[src/rtl/mem_stage_lsu_pkg.sv]
// Shared constants for the MEM-stage load/store unit:
// op_type codes, FSM state encoding and alignment helpers.
package mem_stage_lsu_pkg;

    localparam logic [2:0] LSU_LW  = 3'd0;
    localparam logic [2:0] LSU_LH  = 3'd1;
    localparam logic [2:0] LSU_LHU = 3'd2;
    localparam logic [2:0] LSU_LB  = 3'd3;
    localparam logic [2:0] LSU_LBU = 3'd4;
    localparam logic [2:0] LSU_SW  = 3'd5;
    localparam logic [2:0] LSU_SH  = 3'd6;
    localparam logic [2:0] LSU_SB  = 3'd7;

    typedef enum logic [1:0] {
        ST_IDLE = 2'd0,
        ST_BUSY = 2'd1,
        ST_DONE = 2'd2
    } lsu_state_e;

    function automatic logic lsu_is_store(input logic [2:0] t);
        return (t == LSU_SW) || (t == LSU_SH) || (t == LSU_SB);
    endfunction

    // Unknown codes fall into the word case, matching LW handling.
    function automatic logic lsu_misaligned(input logic [2:0] t,
                                            input logic [1:0] a);
        logic m;
        case (t)
            LSU_LH, LSU_LHU, LSU_SH: m = a[0];
            LSU_LB, LSU_LBU, LSU_SB: m = 1'b0;
            default:                 m = (a != 2'b00);
        endcase
        return m;
    endfunction

endpackage

[src/rtl/mem_stage_lsu_load_ext.sv]
// Load-data lane select with sign/zero extension.
// Combinational: picks the byte/half lane and widens it to 32 bits.
module lsu_load_ext
    import mem_stage_lsu_pkg::*;
(
    input  logic [2:0]  i_op_type,
    input  logic [1:0]  i_addr_lo,
    input  logic [31:0] i_word,
    output logic [31:0] o_data
);

    logic [7:0]  w_byte;
    logic [15:0] w_half;

    always_comb begin
        case (i_addr_lo)
            2'd0:    w_byte = i_word[7:0];
            2'd1:    w_byte = i_word[15:8];
            2'd2:    w_byte = i_word[23:16];
            default: w_byte = i_word[31:24];
        endcase
        w_half = i_addr_lo[1] ? i_word[31:16] : i_word[15:0];
    end

    always_comb begin
        case (i_op_type)
            LSU_LB:  o_data = {{24{w_byte[7]}}, w_byte};
            LSU_LBU: o_data = {24'd0, w_byte};
            LSU_LH:  o_data = {{16{w_half[15]}}, w_half};
            LSU_LHU: o_data = {16'd0, w_half};
            default: o_data = i_word;
        endcase
    end

endmodule

[src/rtl/mem_stage_lsu.sv]
// MEM-stage load/store initiator: req/ack to word memory,
// byte enables for stores, extension for loads, misalign traps.
module mem_stage_lsu
    import mem_stage_lsu_pkg::*;
#(
    parameter int ADDR_W = 32,
    parameter int DATA_W = 32
) (
    input  logic              clk,
    input  logic              reset,
    input  logic              op_valid,
    input  logic [2:0]        op_type,
    input  logic [ADDR_W-1:0] op_addr,
    input  logic [DATA_W-1:0] op_wdata,
    output logic              stall,
    output logic              done,
    output logic [DATA_W-1:0] rd_data,
    output logic              exc_adel,
    output logic              exc_ades,
    output logic              mem_req,
    output logic              mem_we,
    output logic [ADDR_W-1:0] mem_addr,
    output logic [3:0]        mem_be,
    output logic [DATA_W-1:0] mem_wdata,
    input  logic              mem_ack,
    input  logic [DATA_W-1:0] mem_rdata
);

    lsu_state_e        r_state;
    logic              r_done;
    logic              r_adel;
    logic              r_ades;
    logic              r_we;
    logic [3:0]        r_be;
    logic [ADDR_W-1:0] r_addr;
    logic [DATA_W-1:0] r_wdata;
    logic [DATA_W-1:0] r_rd;
    logic [2:0]        r_type;
    logic [1:0]        r_addr_lo;

    logic [3:0]        w_be;
    logic [DATA_W-1:0] w_wdata;
    logic              w_store;
    logic              w_misal;
    logic [31:0]       w_ext;

    assign w_store = lsu_is_store(op_type);
    assign w_misal = lsu_misaligned(op_type, op_addr[1:0]);

    always_comb begin
        w_be    = 4'b1111;
        w_wdata = op_wdata;
        case (op_type)
            LSU_SB: begin
                w_be    = 4'b0001 << op_addr[1:0];
                w_wdata = {4{op_wdata[7:0]}};
            end
            LSU_SH: begin
                w_be    = op_addr[1] ? 4'b1100 : 4'b0011;
                w_wdata = {2{op_wdata[15:0]}};
            end
            default: ;
        endcase
    end

    lsu_load_ext u_load_ext (
        .i_op_type (r_type),
        .i_addr_lo (r_addr_lo),
        .i_word    (mem_rdata),
        .o_data    (w_ext)
    );

    always_ff @(posedge clk or posedge reset) begin
        if (reset) begin
            r_state   <= ST_IDLE;
            r_done    <= 1'b0;
            r_adel    <= 1'b0;
            r_ades    <= 1'b0;
            r_we      <= 1'b0;
            r_be      <= 4'b0000;
            r_addr    <= '0;
            r_wdata   <= '0;
            r_rd      <= '0;
            r_type    <= LSU_LW;
            r_addr_lo <= 2'b00;
        end else begin
            case (r_state)
                ST_IDLE: begin
                    if (op_valid) begin
                        if (w_misal) begin
                            r_adel  <= ~w_store;
                            r_ades  <= w_store;
                            r_done  <= 1'b1;
                            r_state <= ST_DONE;
                        end else begin
                            r_addr    <= {op_addr[ADDR_W-1:2], 2'b00};
                            r_be      <= w_be;
                            r_we      <= w_store;
                            r_wdata   <= w_wdata;
                            r_type    <= op_type;
                            r_addr_lo <= op_addr[1:0];
                            r_state   <= ST_BUSY;
                        end
                    end
                end
                ST_BUSY: begin
                    if (mem_ack) begin
                        if (!r_we) begin
                            r_rd <= w_ext;
                        end
                        r_done  <= 1'b1;
                        r_state <= ST_DONE;
                    end
                end
                ST_DONE: begin
                    r_done  <= 1'b0;
                    r_adel  <= 1'b0;
                    r_ades  <= 1'b0;
                    r_state <= ST_IDLE;
                end
                default: r_state <= ST_IDLE;
            endcase
        end
    end

    // Request comes straight from state so reset kills it at once.
    assign mem_req   = (r_state == ST_BUSY);
    assign mem_we    = r_we;
    assign mem_addr  = r_addr;
    assign mem_be    = r_be;
    assign mem_wdata = r_wdata;
    assign done      = r_done;
    assign exc_adel  = r_adel;
    assign exc_ades  = r_ades;
    assign rd_data   = r_rd;
    assign stall     = op_valid & ~r_done;

endmodule

[config.mk]
export PLATFORM = sky130hd
export DESIGN_NAME = mem_stage_lsu
export DESIGN_NICKNAME = d
export VERILOG_FILES = /design/src/rtl/mem_stage_lsu_pkg.sv /design/src/rtl/mem_stage_lsu_load_ext.sv /design/src/rtl/mem_stage_lsu.sv
export SDC_FILE = /design/constraint.sdc
export NUM_CORES = 1
export LEC_CHECK = 0
export BUFFER_PORTS_ARGS = -buffer_cell sky130_fd_sc_hd__buf_2
export CORE_UTILIZATION = 30
export CTS_CLUSTER_DIAMETER = 40
export CTS_CLUSTER_SIZE = 14
export DETAILED_ROUTE_END_ITERATION = 8
export PLACE_DENSITY = 0.55
export SLEW_MARGIN = 10
export SYNTH_ARGS = -nofsm -noshare
export SYNTH_HDL_FRONTEND = slang
export SYNTH_HIERARCHICAL = 1
export SYNTH_SLANG_ARGS = --single-unit
[constraint.sdc]
create_clock -name clk -period 3.25 [get_ports clk]
set_input_delay 0.1625 -clock clk [delete_from_list [all_inputs] [get_ports clk]]
set_output_delay 0.1625 -clock clk [all_outputs]
set_load 0.02 [all_outputs]
# Yosys cells after proc, flatten, opt, wreduce, memory -nomap -nowiden
# Index checks and enable logic that the tools add are counted.
[word_totals]
register_bits = 109
in_bits = 103
out_inout_bits = 106
wordCells = 70
[classes]
n_eq_ne = 18
shifts = 1
mux = 21
n_bitwise = 5
n_reduce_logical = 14
[ops]
columns = ["cell", "count"]
rows = [
  ["$pmux W32 S4", 1],
  ["$pmux W32 S2", 1],
  ["$pmux W8 S3", 1],
  ["$mux W16", 1],
  ["$eq A3 B3 Y1 const B", 5],
  ["$eq A3 B2 Y1 const B", 4],
  ["$reduce_and A3 Y1", 3],
  ["$pmux W4 S2", 1],
  ["$mux W1", 7],
  ["$eq A3 B1 Y1 const B", 2],
  ["$mux W2", 3],
  ["$pmux W1 S2", 3],
  ["$reduce_or A3 Y1", 2],
  ["$eq A2 B1 Y1 const B", 2],
  ["$eq A2 B2 Y1 const B", 2],
  ["$logic_not A2 Y1", 2],
  ["$mux W4", 1],
  ["$ne A2 B2 Y1 const B", 2],
  ["$not A1 Y1", 4],
  ["$pmux W2 S2", 1],
  ["$reduce_and A4 Y1", 1],
  ["$reduce_bool A2 Y1", 2],
  ["$shl A1 B2 Y4 const A", 1],
  ["$pmux W1 S3", 1],
  ["other kinds (5)", 6],
]

# Depth between registers and ports, before layout
# Gate-level depths: netlist of run 1.
[depth]
depth_word = 7
mapped_depth = 7
depth_no_buf = 6

# Hierarchy
# The synthesis of run 1 kept the hierarchy.
[by_module_without_submodules]
columns = ["module", "n_inst", "cells_each", "area_each_um2", "seq_area_each_um2"]
rows = [
  ["mem_stage_lsu", 1, 336, 4912.2, 2727.6],
  ["lsu_load_ext", 1, 180, 1311.3, 0.0],
]

# Worst setup path before layout of run 1
# Ideal clock, no wire load.
[synth_timing]
path_kind = "register to register"
start = "register r_addr_lo[0]"
end = "register r_rd[10], in the netlist rd_data[10]"
setup_time_ns = 0.125
arrival_time_ns = 1.634
t_required_ns = 3.125
setup_slack_ns = 1.492
path_stages_with_launch = 8
path_buffers = 2
period_less_slack_ns = 1.758
cell_sequence = "dfrtp_1 buf_6 mux2i_1 o32ai_4 buf_6 a22oi_1 o221ai_1 mux2_2"
[synth_between]
elab_chain_len = 3
word_cells_on_any_way = 5
cone_classes = "2 x eq/ne; 2 x mux; 1 x reduce/logical"
[synth_rtl]
columns = ["item", "line_no", "text"]
rows = [
  ["start: declaration", "mem_stage_lsu.sv:39", "logic [1:0] r_addr_lo;"],
  ["start signal: assignment", "mem_stage_lsu.sv:101", "r_addr_lo <= op_addr[1:0];"],
  ["$eq A2 B2 Y1 (tied with other cells)", "mem_stage_lsu_load_ext.sv:16", "case (i_addr_lo)"],
  ["$pmux W8 S3 (*)", "mem_stage_lsu_load_ext.sv:16", ""],
  ["$pmux W32 S4 (*)", "mem_stage_lsu_load_ext.sv:26", "case (i_op_type)"],
  ["net w_ext[10]", "mem_stage_lsu.sv:45", "logic [31:0] w_ext;"],
  ["end signal: assignment", "mem_stage_lsu.sv:109", "r_rd <= w_ext;"],
  ["end: declaration", "mem_stage_lsu.sv:37", "logic [DATA_W-1:0] r_rd;"],
]
# The timed path passes the listed nets; every way through them passes the cells marked *.
# A chain may end at the register's enable or synchronous reset.

# Worst setup path in the final report of run 1
[layout_timing]
start = "register r_addr_lo[0]"
end = "register r_rd[14], in the netlist rd_data[14]"
# The elaborated chain is that of the path after synthesis.

==> flow_summary.json, run 1 <==
{
  "area.sequential_mm2": 0.002728,
  "first_pass_iters": 4,
  "syn_area_per_cell_um2": 12.06,
  "post_drt_wl_per_cell_um": 16.72,
  "whs_path_depth": 2,
  "cp_slowest_cell": "dfrtp_1",
  "synth_cell_types": 53,
  "yosys.area_share.simple": 0.07479,
  "rsz0062_at_grt": "no",
  "reg2reg_slack_ns": 1.07,
  "cts-buffers-inserted": 9,
  "cp-start-kind": "flip-flop",
  "status": "finished clean",
  "switching_share": 0.4296,
  "hold_class": "primary input to flip-flop",
  "clock_skew_ns": 0.01246,
  "ys.flop_type": "dfrtp_1",
  "synth_fa_ha_area_frac": 0.006031,
  "worst_path_dominant_cell_family": "flip-flops",
  "cts_sinks": 109,
  "final_hold_viol_count": 0,
  "worstPathMaxFanout": 24,
  "relSlewSlack": 0.4329,
  "antenna_left": 0,
  "power.net_switching_mw": 3.501,
  "antenna_found_initial": 0,
  "power.leakage_nw": 3.774,
  "synth_seq_area_share": 0.4383,
  "rr_startpoint": "r_addr_lo[0]$_DFFE_PP0P_",
  "cts-resized-gates": 0,
  "num_rows": 52,
  "via_per_inst": 4.834,
  "ys_ff_latch": 109,
  "critPathArrivalTime_ns": 2.43,
  "maxSlewViolCount": 0,
  "muxShareOfSynthArea": 0.2869,
  "grt_pass1_vias": 4800,
  "holdWs_ns": 0.02216,
  "postCtsSetupBuffers": 0,
  "end_kind": "flip-flop",
  "cpPeakStageDelay_ns": 0.67,
  "n_fill_cell": 2015,
  "post_dp_cell_area_mm2": 0.007481,
  "p_clk_frac": 0.144,
  "synthDominantCellAreaShare": 0.4383,
  "worst_r2r_endpoint": "rd_data[14]$_DFFE_PP0P_",
  "hpwl_um": 11940,
  "finalSetupTns_ns": 0,
  "crit_start": "r_addr_lo[0]$_DFFE_PP0P_",
  "drc_errors": 0,
  "cts_tree": "built",
  "synth-xor-area-share": 0.001407,
  "grt_max_degree": 82,
  "die-area_mm2": 0.02132,
  "htreeDepth": 3,
  "place.gp.congestion": 0.8026,
  "seqPwrFrac": 0.310,
  "vias": 4834,
  "max-vdd-ir-drop_mv": 0.4669,
  "wl_um": 16720,
  "drive_above_1_share": 0.5199,
  "start_util": 0.3066,
  "first_iter_violations": 257,
  "root_buffer": "clkbuf_16",
  "r2r_cells": 6,
  "setup_viol": 0,
  "worst_slew_pin_slew_ns": 0.8486,
  "fin_crit_sh": 0.6701,
  "cp.depth": 6,
  "crit_buf_inv": 1,
  "final_cell_mix": "buf_2, dfrtp_1, mux2_4, nand2_1, mux2_2",
  "grt_pass1_wl_um": 26340,
  "clock_latency_ns": 0.37,
  "track_usage": 0.1586,
  "die_w_um": 146.0,
  "synthCells": 516,
  "synth_top_area_cell": "dfrtp_1",
  "syn_area_mm2": 0.006223,
  "final_common_cell": "buf_2",
  "portBuffers": 206,
  "postSynth.asyncResetShare": 1.000,
  "ios": 209,
  "die_y_um": 146.0,
  "core_area_mm2": 0.02030,
  "synth_top_family_by_area": "multiplexers",
  "ctsLongestPathBuffers": 2,
  "synth_compound_area_frac": 0.1435,
  "clk_pin_slew_ns": 0.08,
  "worst_ep_required_time_ns": 3.51,
  "postCtsHoldBufs": 15,
  "crit_type": "flip-flop to flip-flop",
  "multiInputGateArea_mm2": 0.003198,
  "min_from": "op_addr[2]",
  "cap_viol_max_count": 0,
  "period_minus_slack_ns": 2.178,
  "overflow": 0,
  "yosys_warnings": 6,
  "synth_edf_count": 0,
  "synthTopCellsByArea": "dfrtp_1, mux2_4, mux2_2, a21oi_1, nand2_1",
  "final_nets": 830,
  "p_per_area_mw_per_mm2": 1025,
  "postLayoutCellArea_mm2": 0.007953,
  "area_growth_pct": 27.78,
  "pwr-share-comb": 0.546,
  "cp-endpoint": "rd_data[14]$_DFFE_PP0P_",
  "intPower_mw": 4.648,
  "crit_chain": "mux2i_1 > o32ai_4 > buf_4 > a22oi_1 > o221ai_1 > mux2_2",
  "timing.fmax_mhz": 459.2
}
area by class of cell:
type / count / share of cell area
Clock buffer: 9 / 0.02832
Sequential cell: 109 / 0.3430
Timing Repair Buffer: 234 / 0.1655
Tap cell: 270 / 0.04248
Inverter: 13 / 0.006451
Antenna cell: 1 / 0.0003147
Multi-Input combinational cell: 357 / 0.4021
Clock inverter: 7 / 0.01180
kinds of logic (layout without fill, tap and decap cells):
family	after synthesis	in the layout
AO/OA/AOI/OAI	131	131
XOR/XNOR	1	1
adder cells (fa/ha/maj)	3	3
buffers and inverters	51	263
flip-flops	109	109
multiplexers	130	130
other	1	3
AND/OR/NAND/NOR	90	90
state kept, by name, indices dropped and copies added (netlist names), 2 cells and up:
register and flops:
mem_wdata 32, mem_be 4, mem_addr 30, r_addr_lo 2, r_type 3, r_state 2
rd_data 32
worst min path at each step:
stage	slack, ns	endpoint
after detailed placement	0.19	rd_data[22]$_DFFE_PP0P_
after global routing	0.002	mem_addr[14]$_DFFE_PP0P_
after floorplan	0.31	mem_addr[13]$_DFFE_PP0P_
after CTS	0.0002	mem_addr[26]$_DFFE_PP0P_
final	0.02	mem_addr[2]$_DFFE_PP0P_
after global placement	0.19	rd_data[22]$_DFFE_PP0P_
cell usage after synthesis, drive strengths merged, types with 2 or more instances:
library cell / instances
nand2b: 6
inv: 13
or2: 2
o21bai: 2
dfrtp: 109
clkbuf: 10
buf: 28
mux2: 110
mux2i: 13
o21ai: 40
nor2: 10
a221o: 6
o221ai: 8
o22ai: 3
mux4: 7
nor3: 2
a32o: 3
nand2: 43
and2: 4
a21oi: 46
nor2b: 18
a22oi: 7
ha: 3
a32oi: 7
metal layers:
layer	GRT usage	vias up	routed length, um
met5	0	-	0
met4	0.05625	0	285
met3	0.05125	16	1359
met2	0.2340	194	7220
met1	0.2173	2332	7856
li1	-	2292	-
power by group through the flow:
stage / Sequential [mW] / Combinational (mW) / Clock (mW)
2_1_floorplan: 3.20 / 2.57 / 0
3_3_place_gp: 2.54 / 4.44 / 0
3_5_place_dp: 2.52 / 4.47 / 0
4_1_cts: 2.53 / 4.48 / 1.23
5_1_grt: 2.62 / 4.78 / 1.28
6_report: 2.53 / 4.45 / 1.17
per-stage QoR:
stage	std cells	utilization	total power, mW	worst slack (ns)
6_report	1000	0.3918	8.149	1.072
4_1_cts	999	0.3916	8.238	1.064
5_1_grt	999	0.3916	8.682	0.9436
3_5_place_dp	968	0.3685	6.993	1.083
3_3_place_gp	968	0.3685	6.980	1.083
2_1_floorplan	517	-	5.761	0.2136
No activity file was read; power rests on OpenSTA's default activity.
==> run 2, diff against run 1 <==
--- a/config.mk
+++ b/config.mk
@@ -5,12 +5,13 @@
 export SDC_FILE = /design/constraint.sdc
 export NUM_CORES = 1
 export LEC_CHECK = 0
+export ABC_AREA = 1
 export BUFFER_PORTS_ARGS = -buffer_cell sky130_fd_sc_hd__buf_2
 export CORE_UTILIZATION = 30
 export CTS_CLUSTER_DIAMETER = 40
 export CTS_CLUSTER_SIZE = 14
 export DETAILED_ROUTE_END_ITERATION = 8
-export PLACE_DENSITY = 0.55
+export PLACE_DENSITY = 0.54
 export SLEW_MARGIN = 10
 export SYNTH_ARGS = -nofsm -noshare
 export SYNTH_HDL_FRONTEND = slang
==> constraint.sdc (replaced) <==
create_clock -name clk -period 2.3 [get_ports clk]
set_input_delay 0.115 -clock clk [delete_from_list [all_inputs] [get_ports clk]]
set_output_delay 0.115 -clock clk [all_outputs]
set_load 0.02 [all_outputs]
==> run 2 against run 1 <==
  * Cell count rose by 22%
  * Via count rose by 19%
  * Clock power rose by 44%
  * Largest cell class unchanged
==> flow_summary.json, run 2 <==
{
  "drive_above_1_share": 0.3000,
  "place.gp.congestion": 0.8655,
  "post_drt_wl_per_cell_um": 15.24,
  "synth_edf_count": 0,
  "final_common_cell": "nand2_1",
  "track_usage": 0.1853,
  "ys_ff_latch": 109,
  "worst_slack_ns": 0.4976,
  "cp-start-kind": "flip-flop",
  "first_iter_violations": 381,
  "synth_commonest_cells": "nand2_1, nand3_1, dfrtp_1",
  "postLayoutCellArea_mm2": 0.007726,
  "crit_chain": "nand2_4 > or2_4 > nand3_4 > nand3_1 > mux2_2",
  "synth_cell_types": 28,
  "post-route-util": 0.4076,
  "via_per_inst": 4.731,
  "end_kind": "flip-flop",
  "synthDominantCellAreaShare": 0.4637,
  "portBuffers": 206,
  "antenna_found_initial": 0,
  "power.total_mw": 10.37,
  "crit_type": "flip-flop to flip-flop",
  "fin_crit_sh": 0.7836,
  "setup_viol": 0,
  "max-vdd-ir-drop_mv": 0.5611,
  "clock_latency_ns": 0.35,
  "overflow": 0,
  "htreeDepth": 3,
  "hpwl_um": 12530,
  "dp_slack_ns": 0.5191,
  "root_buffer": "clkbuf_16",
  "first_pass_iters": 4,
  "synth.most_common_cell": "nand2_1",
  "yosys_warnings": 6,
  "cp_slowest_cell": "dfrtp_1",
  "synthTopCellsByArea": "dfrtp_1, nand2_1, nand3_1, mux2_2, nor2_1",
  "postCtsSetupBuffers": 0,
  "reg2reg_slack_ns": 0.50,
  "vias": 5772,
  "cap_viol_max_count": 0,
  "postSynth.asyncResetShare": 1.000,
  "core_area_mm2": 0.01896,
  "p_per_area_mw_per_mm2": 1342,
  "area_growth_pct": 31.36,
  "wl_um": 18600,
  "rsz0062_at_grt": "no",
  "cts-resized-gates": 0,
  "grt_max_degree": 110,
  "clock_skew_ns": 0.009668,
  "worstPathMaxFanout": 24,
  "relSlewSlack": 0.5816,
  "final_hold_viol_count": 0,
  "cpPeakStageDelay_ns": 0.62,
  "cts-buffers-inserted": 9,
  "syn_area_per_cell_um2": 7.916,
  "period_minus_slack_ns": 1.802,
  "syn_area_mm2": 0.005882,
  "maxSlewViolCount": 0,
  "synth_seq_area_share": 0.4637,
  "critPathArrivalTime_ns": 2.04,
  "final_nets": 1061,
  "hold_class": "primary input to flip-flop",
  "power.leakage_nw": 4.286,
  "postCtsHoldBufs": 31,
  "antenna_left": 0,
  "synth_top_area_cell": "dfrtp_1",
  "worst_ep_required_time_ns": 2.54,
  "worst_slew_pin_slew_ns": 0.6276,
  "die_w_um": 142.0,
  "grt_pass1_vias": 5482,
  "ctsLongestPathBuffers": 2,
  "antenna_cells": 0,
  "num_rows": 50,
  "start_util": 0.3103,
  "clk_pin_slew_ns": 0.08,
  "drc_errors": 0,
  "ys.flop_type": "dfrtp_1",
  "die-area_mm2": 0.02017,
  "ios": 209,
  "post_dp_cell_area_mm2": 0.007099,
  "cts_sinks": 109,
  "status": "finished clean",
  "final_cell_mix": "nand2_1, buf_2, nand3_1, dfrtp_1, nor2_1",
  "die_y_um": 142.0,
  "grt_pass1_wl_um": 29230,
  "timing.fmax_mhz": 554.8,
  "cts_tree": "built",
  "finalSetupTns_ns": 0,
  "synthCells": 743
}
==> run 2: routing by layer <==
layer | wire length (um) | GRT usage | vias to the layer above
met3 | 1506 | 0.05552 | 8
met1 | 8444 | 0.2453 | 2713
met2 | 8519 | 0.2951 | 191
li1 | - | - | 2860
met5 | 0 | 0 | -
met4 | 126 | 0.04471 | 0
==> run 2: report_power, final <==
group | switching [mW] | internal (mW)
clock network | 0.806 | 0.876
registers | 0.538 | 2.81
logic | 3.44 | 1.90
==> run 2: layout make-up <==
| cell class | instances | area (um2) |
|---|---|---|
| fill | 2025 | 11230 |
| sequential | 109 | 2728 |
| inverter | 19 | 75.07 |
| clock inverter | 7 | 91.34 |
| tap | 260 | 325.3 |
| clock buffer | 9 | 225.2 |
| timing repair buffer | 249 | 1506 |
| multi-input combinational | 567 | 2775 |
==> run 2: through the flow <==
stage          hold WS, ns  instances
5_1_grt            0.04185       1220
3_3_place_gp        0.3372       1173
2_1_floorplan       0.2527        744
4_1_cts            0.01973       1220
3_5_place_dp        0.3416       1173
6_report           0.03062       1220
==> run 2: worst max-delay path: cells and delay by family (launching register included) <==
family | cells | cell delay (ns)
DFF | 1 | 0.62
and+or+nand+nor | 4 | 0.79
muxes | 1 | 0.27
==> run 2: cell families (layout without fill, tap and decap cells) <==
family / Yosys count / count (layout) / share of synthesized area
simple gates: 508 / 508 / 0.3810
flops: 109 / 109 / 0.4637
buf+inv: 68 / 284 / 0.06658
mux: 32 / 32 / 0.06126
compound gates: 22 / 22 / 0.02042
fa+ha+maj: 3 / 3 / 0.006382
other cells: 1 / 2 / 0.0006376
==> run 2: worst paths after layout <==
| path | depth (start not counted) | startpoint | to |
|---|---|---|---|
| min in group asynchronous | 4 | reset | rd_data[26]$_DFFE_PP0P_ |
| max reg2reg | 5 | r_addr_lo[0]$_DFFE_PP0P_ | rd_data[19]$_DFFE_PP0P_ |
| max | 5 | r_addr_lo[0]$_DFFE_PP0P_ | rd_data[19]$_DFFE_PP0P_ |
| min reg2reg | 2 | mem_addr[13]$_DFFE_PP0P_ | mem_addr[13]$_DFFE_PP0P_ |
| min | 3 | op_wdata[7] | mem_wdata[7]$_DFFE_PP0P_ |
| max in group asynchronous | 4 | reset | mem_wdata[25]$_DFFE_PP0P_ |
